**src/rtl/modbus_rx_framer.sv**
```systemverilog
// Modbus RTU receive framer: buffers one frame, checks CRC-16 and station address, then holds it for the controller.
// Optional statistics counters are compiled in when MODBUS_RX_STATS_EN is defined.
module modbus_rx_framer #(
    parameter int MAX_LEN = 256,
    parameter int AW      = 8
) (
    input  logic          PCLK,
    input  logic          PRESETn,
    input  logic [7:0]    slave_addr_i,
    input  logic [7:0]    rx_data_i,
    input  logic          rx_valid_i,
    input  logic          frame_start_i,
    input  logic          frame_end_i,
    input  logic          frame_timeout_i,
    output logic          frm_valid_o,
    output logic [AW:0]   frm_len_o,
    output logic          frm_bcast_o,
    input  logic          frm_ack_i,
    input  logic [AW-1:0] rd_addr_i,
    output logic [7:0]    rd_data_o,
    output logic          crc_err_o,
    output logic          ovf_err_o,
    output logic          addr_miss_o,
    output logic          busy_drop_o,
`ifdef MODBUS_RX_STATS_EN
    input  logic          stat_clr_i,
    output logic [15:0]   stat_good_o,
    output logic [15:0]   stat_crc_o,
    output logic [15:0]   stat_drop_o,
`endif
    output logic          abort_o
);

    localparam logic [1:0] IDLE  = 2'd0;
    localparam logic [1:0] RECV  = 2'd1;
    localparam logic [1:0] CHECK = 2'd2;
    localparam logic [1:0] HOLD  = 2'd3;

    localparam logic [AW:0] LEN_ONE  = {{AW{1'b0}}, 1'b1};
    localparam logic [AW:0] LEN_TWO  = {{(AW-1){1'b0}}, 2'b10};
    localparam logic [AW:0] LEN_FOUR = {{(AW-2){1'b0}}, 3'b100};
    localparam logic [AW:0] LEN_MAX  = MAX_LEN[AW:0];

    logic [1:0]  state;
    logic [15:0] crc;
    logic [AW:0] len;
    logic        ovf;
    logic [7:0]  addr;
    logic [7:0]  mem [0:MAX_LEN-1];

    logic restart;
    logic take_byte;
    logic write_en;
    logic addr_ok;
    logic frame_bad;
    logic ev_good;
    logic ev_crc;
    logic ev_ovf;
    logic ev_miss;
    logic ev_busy;
    logic ev_abort;

    // One whole byte through the reflected 0xA001 polynomial per call.
    function automatic logic [15:0] crc_next(input logic [15:0] crc_in, input logic [7:0] data);
        logic [15:0] c;
        c = crc_in ^ {8'h00, data};
        for (int i = 0; i < 8; i++) begin
            c = c[0] ? ((c >> 1) ^ 16'hA001) : (c >> 1);
        end
        return c;
    endfunction

    // Timeout beats a restart, a restart beats byte/end handling; an ack in HOLD beats busy_drop.
    always_comb begin
        restart   = ((state == IDLE) && frame_start_i)
                 || ((state == RECV) && !frame_timeout_i && frame_start_i)
                 || ((state == HOLD) && frm_ack_i && frame_start_i);
        take_byte = (state == RECV) && !frame_timeout_i && !frame_start_i && rx_valid_i;
        write_en  = take_byte && (len < LEN_MAX);
        addr_ok   = (addr == 8'h00) || (addr == slave_addr_i);
        frame_bad = (len < LEN_FOUR) || (crc != 16'h0000);
        ev_ovf    = (state == CHECK) && ovf;
        ev_crc    = (state == CHECK) && !ovf && frame_bad;
        ev_good   = (state == CHECK) && !ovf && !frame_bad && addr_ok;
        ev_miss   = (state == CHECK) && !ovf && !frame_bad && !addr_ok;
        ev_busy   = (state == HOLD) && frame_start_i && !frm_ack_i;
        ev_abort  = (state == RECV) && frame_timeout_i;
    end

    always_ff @(posedge PCLK or negedge PRESETn) begin
        if (!PRESETn) begin
            state       <= IDLE;
            crc         <= 16'hFFFF;
            len         <= '0;
            ovf         <= 1'b0;
            addr        <= 8'h00;
            frm_valid_o <= 1'b0;
            frm_len_o   <= '0;
            frm_bcast_o <= 1'b0;
        end else if (restart) begin
            state       <= RECV;
            crc         <= 16'hFFFF;
            len         <= '0;
            ovf         <= 1'b0;
            frm_valid_o <= 1'b0;
        end else begin
            case (state)
                IDLE: state <= IDLE;
                RECV: begin
                    if (frame_timeout_i) begin
                        state <= IDLE;
                    end else begin
                        if (take_byte) begin
                            if (write_en) begin
                                crc <= crc_next(crc, rx_data_i);
                                len <= len + LEN_ONE;
                                if (len == '0) addr <= rx_data_i;
                            end else begin
                                ovf <= 1'b1;
                            end
                        end
                        if (frame_end_i) state <= CHECK;
                    end
                end
                CHECK: begin
                    if (ev_good) begin
                        state       <= HOLD;
                        frm_valid_o <= 1'b1;
                        frm_len_o   <= len - LEN_TWO;
                        frm_bcast_o <= (addr == 8'h00);
                    end else begin
                        state <= IDLE;
                    end
                end
                HOLD: begin
                    if (frm_ack_i) begin
                        state       <= IDLE;
                        frm_valid_o <= 1'b0;
                    end
                end
                default: state <= IDLE;
            endcase
        end
    end

    always_ff @(posedge PCLK or negedge PRESETn) begin
        if (!PRESETn) begin
            crc_err_o   <= 1'b0;
            ovf_err_o   <= 1'b0;
            addr_miss_o <= 1'b0;
            busy_drop_o <= 1'b0;
            abort_o     <= 1'b0;
        end else begin
            crc_err_o   <= ev_crc;
            ovf_err_o   <= ev_ovf;
            addr_miss_o <= ev_miss;
            busy_drop_o <= ev_busy;
            abort_o     <= ev_abort;
        end
    end

    // Frame buffer is a plain RAM with no reset so it maps onto block memory.
    always_ff @(posedge PCLK) begin
        if (write_en) mem[len[AW-1:0]] <= rx_data_i;
    end

    always_ff @(posedge PCLK or negedge PRESETn) begin
        if (!PRESETn) rd_data_o <= 8'h00;
        else          rd_data_o <= mem[rd_addr_i];
    end

`ifdef MODBUS_RX_STATS_EN
    logic ev_drop;
    assign ev_drop = ev_ovf || ev_miss || ev_busy || ev_abort;

    // Saturating counters; a clear in the same cycle as an event wins.
    always_ff @(posedge PCLK or negedge PRESETn) begin
        if (!PRESETn) begin
            stat_good_o <= 16'h0000;
            stat_crc_o  <= 16'h0000;
            stat_drop_o <= 16'h0000;
        end else if (stat_clr_i) begin
            stat_good_o <= 16'h0000;
            stat_crc_o  <= 16'h0000;
            stat_drop_o <= 16'h0000;
        end else begin
            if (ev_good && (stat_good_o != 16'hFFFF)) stat_good_o <= stat_good_o + 16'd1;
            if (ev_crc  && (stat_crc_o  != 16'hFFFF)) stat_crc_o  <= stat_crc_o + 16'd1;
            if (ev_drop && (stat_drop_o != 16'hFFFF)) stat_drop_o <= stat_drop_o + 16'd1;
        end
    end
`endif

endmodule

```
**config.mk**
```make
export PLATFORM = sky130hd
export DESIGN_NAME = modbus_rx_framer
export DESIGN_NICKNAME = d
export VERILOG_FILES = /design/src/rtl/modbus_rx_framer.sv
export SDC_FILE = /design/constraint.sdc
export NUM_CORES = 2
export LEC_CHECK = 0
export ABC_CLOCK_PERIOD_IN_PS = 8520
export BUFFER_PORTS_ARGS = -buffer_cell sky130_fd_sc_hd__buf_2
export CAP_MARGIN = 20
export CORE_ASPECT_RATIO = 1.4
export CORE_UTILIZATION = 50
export CTS_CLUSTER_DIAMETER = 80
export DETAILED_ROUTE_END_ITERATION = 10
export GPL_ROUTABILITY_DRIVEN = 0
export PLACE_DENSITY = 0.65
export SYNTH_ARGS = -nofsm -noshare
export SYNTH_HDL_FRONTEND = slang
export SYNTH_SLANG_ARGS = --single-unit
```
**constraint.sdc**
```tcl
create_clock -name PCLK -period 8.52 [get_ports PCLK]
set_input_delay 0 -clock PCLK [delete_from_list [all_inputs] [get_ports PCLK]]
set_output_delay 0 -clock PCLK [all_outputs]
set_load 0.03 [all_outputs]
```
==> results.py <==
metrics = {
    "run": {
        "max-cap-violations": 0,
    },
    "clock_network": {
        "clk_latency_ps": 830,
        "path_clk_slew_ps": 70,
        "cts_buffers": 185,
        "htree_levels": 4,
        "cts_max_path_buffers": 3,
        "cts_tree": "done",
        "cts_root_buf": "clkbuf_16",
        "cts.sinks": 2108,
        "post_cts_buffers": 0,
    },
    "global_routing": {
        "grt_pass1_wl_um": 310500,
        "antenna_found_initial": 8,
        "grt_pass1_vias": 42092,
        "grt_max_degree": 190,
        "grt-ovfl-total": 0,
        "grt_usage_pct": 25.88,
    },
    "floorplan": {
        "die_height_um": 486.1,
        "pin_count": 55,
        "row_count": 177,
        "start_util_pct": 50.40,
        "die_width_um": 347.8,
        "die_area_um2": 169100,
        "core-area_um2": 166100,
    },
    "setup_path": {
        "max_stage_delay_ps": 880,
        "cp_max_fo": 40,
        "crit_chain": "inv_1 > ha_1 > nand2b_1 > nor4b_2 > buf_4 > nand2_1 > nor2_1 > nand2_1 > nor2_1",
        "cp_slowest_cell": "nor2_1",
        "cp.required_ps": 8960,
        "cp-end-kind": "flip-flop",
        "cp.arrival_ps": 4850,
        "worstSetupPathType": "reg -> reg",
        "start_kind": "flip-flop",
    },
    "drt": {
        "wl_per_cell_um": 33.21,
        "vias": 41343,
        "drtIter0Drc": 4718,
        "wl_um": 216600,
        "ant_nets": 0,
        "dr.pass1.iters": 6,
        "drcViolationCount": 0,
        "viasPerCell": 6.338,
    },
    "synthesis": {
        "ys_ff_latch": 2108,
        "yosysTopAreaCell": "edfxtp_1",
        "synth_edf_count": 2048,
        "ys_top_cells_by_area": "edfxtp_1 73%, mux4_2 9.8%, mux2i_1 3.2%",
        "ys_warn_count": 0,
        "yosys-mux-area-fraction_pct": 15.50,
        "synth_compound_area_share_pct": 3.016,
        "yosysUniqueCellTypes": 82,
        "synth_nets": 4156,
        "syn_area_um2": 83710,
        "synthXorXnorAreaFrac_pct": 0.4469,
        "synth.most_common_cell": "edfxtp_1",
        "avgSynthCellArea_um2": 20.34,
        "synth_top_family_by_area": "multiplexers",
        "syn_inst": 4115,
        "synth_fa_ha_area_share_pct": 0.1495,
        "synth-simple-area-share_pct": 3.185,
        "synth_top_area_share_pct": 73.47,
        "synth.yosys.seq_area_share_pct": 75.29,
        "synthArstFlopShare_pct": 2.846,
        "synth-main-ff-cell": "edfxtp_1",
        "synth.top_cells.by_count": "2048 x edfxtp_1, 363 x mux4_2, 309 x nor2_1",
    },
    "run_status": {
        "run_status": "completed",
    },
    "power": {
        "power_mw": 21.04,
        "power_density_nw_per_um2": 229.1,
        "leakagePower_nw": 29.15,
        "ir_drop_uv": 200.5,
    },
    "hold_path": {
        "hp-class": "in -> reg",
    },
    "sta": {
        "tightest_slew_ps": 1249,
        "max_freq_mhz": 227.0,
        "slew_violations": 0,
        "rsz0062_at_grt": "false",
        "relSlewSlack_pct": 16.73,
        "fin_crit_sh_pct": 51.70,
        "setup_tns_ps": 0,
        "fin_crit_ps": 4405,
        "finalSetupViolations": 0,
        "hold_viol": 0,
        "finClkSkew_ps": 33.81,
    },
    "placement": {
        "dp_hpwl_um": 133100,
        "dp_cells": 6149,
        "numPortBuffers": 54,
    },
    "layout": {
        "fill_cells": 12437,
        "fin_nets": 4257,
        "final_cells": 6523,
        "drive_gt1_share_pct": 19.78,
        "area_growth_pct": 9.719,
    },
}
-- logic make-up (layout without fill, tap and decap cells) --
group / count (synthesis) / in the layout
adders and majority gates: 10 / 10
buffers and inverters: 260 / 517
and+or+nand+nor: 598 / 598
other: 0 / 3
muxes: 743 / 743
xor gates and xnor gates: 41 / 41
DFF: 2108 / 2108
AOI/OAI and AO/OA: 355 / 355
-- layout by cell type (no fill, tap or decap), types with 43 or more instances in the layout --
cell and count:
nor2_1 309, edfxtp_1 2048, buf_4 66, a21oi_1 63
o22ai_1 71, nand2_1 100, mux4_1 57, buf_2 43
mux4_2 363, mux2_2 50, mux2i_1 268, clkbuf_16 192
o221ai_1 74, dfrtp_1 44
-- worst max-delay path, delay by kind of cell (launching register included) --
family / cells / cell delay, ps
adders and majority gates: 1 / 160
buffers and inverters: 2 / 510
DFF: 1 / 410
and+or+nand+nor: 6 / 2910
-- path summary, 6_finish.rpt --
path	start	end	slack, ps	cells past startpoint
worst max-delay path	state[1]	mem[82][4]	4110	9
worst min-delay path	rd_addr_i[6]	rd_data_o[4]	170	6
worst max register to register	state[1]	mem[82][4]	4110	9
worst min register to register	crc[11]	crc[3]	490	2
max in group asynchronous	PRESETn	rd_data_o[7]	7420	4
min in group asynchronous	PRESETn	frm_len_o[2]	490	4
-- per-layer routing --
layer,part of all wire (%),vias to the layer above,GRT usage [%]
met1,37,21937,32.24
met3,6.6,461,4.287
met2,51,1763,44.10
li1,-,17180,-
met5,0.0060,-,0
met4,5.4,2,12.59
-- through the flow --
step / worst slack (ps) / utilization [%] / hold WS, ps / cell area (um^2)
6_report: 4115 / 55.29 / 168.2 / 91840
5_1_grt: 3995 / 55.29 / 192.6 / 91840
4_1_cts: 4186 / 55.27 / 82.45 / 91810
3_5_place_dp: 4197 / 51.50 / 247.2 / 85540
3_3_place_gp: 4240 / 51.48 / 269.1 / 85510
2_1_floorplan: 5729 / - / -295.6 / 83710
-- what timing repair did --
item                                   4_1_cts  5_1_grt
hold buffers                                25        0
resized for setup                            0        0
endpoints found under the hold margin      585        0
-- sequential cells by signal, summed over array words and instances, names as in the netlist --
| register | count |
|---|---|
| abort_o | 1 |
| addr | 8 |
| addr_miss_o | 1 |
| busy_drop_o | 1 |
| crc | 16 |
| crc_err_o | 1 |
| frm_bcast_o | 1 |
| frm_len_o | 9 |
| frm_valid_o | 1 |
| len | 9 |
| mem | 2048 |
| ovf | 1 |
| ovf_err_o | 1 |
| rd_data_o | 8 |
| state | 2 |
-- where the power goes --
part           total, mW  internal (mW)  switching [mW]
registers           11.4           11.4          0.0421
logic               1.19          0.408           0.783
clock network       8.40           4.69            3.72
-- area by class of cell --
class / instances / area, um^2 / share of cell area, %
sequential: 2108 / 63020 / 68.62
multi-input combinational: 1747 / 18700 / 20.36
clock buffer: 237 / 5064 / 5.513
tap: 2148 / 2688 / 2.926
timing repair buffer: 157 / 1338 / 1.456
clock inverter: 106 / 955.9 / 1.041
inverter: 17 / 67.56 / 0.07357
antenna: 3 / 7.507 / 0.008174
Note: power is estimated with default switching activity, not from simulation.
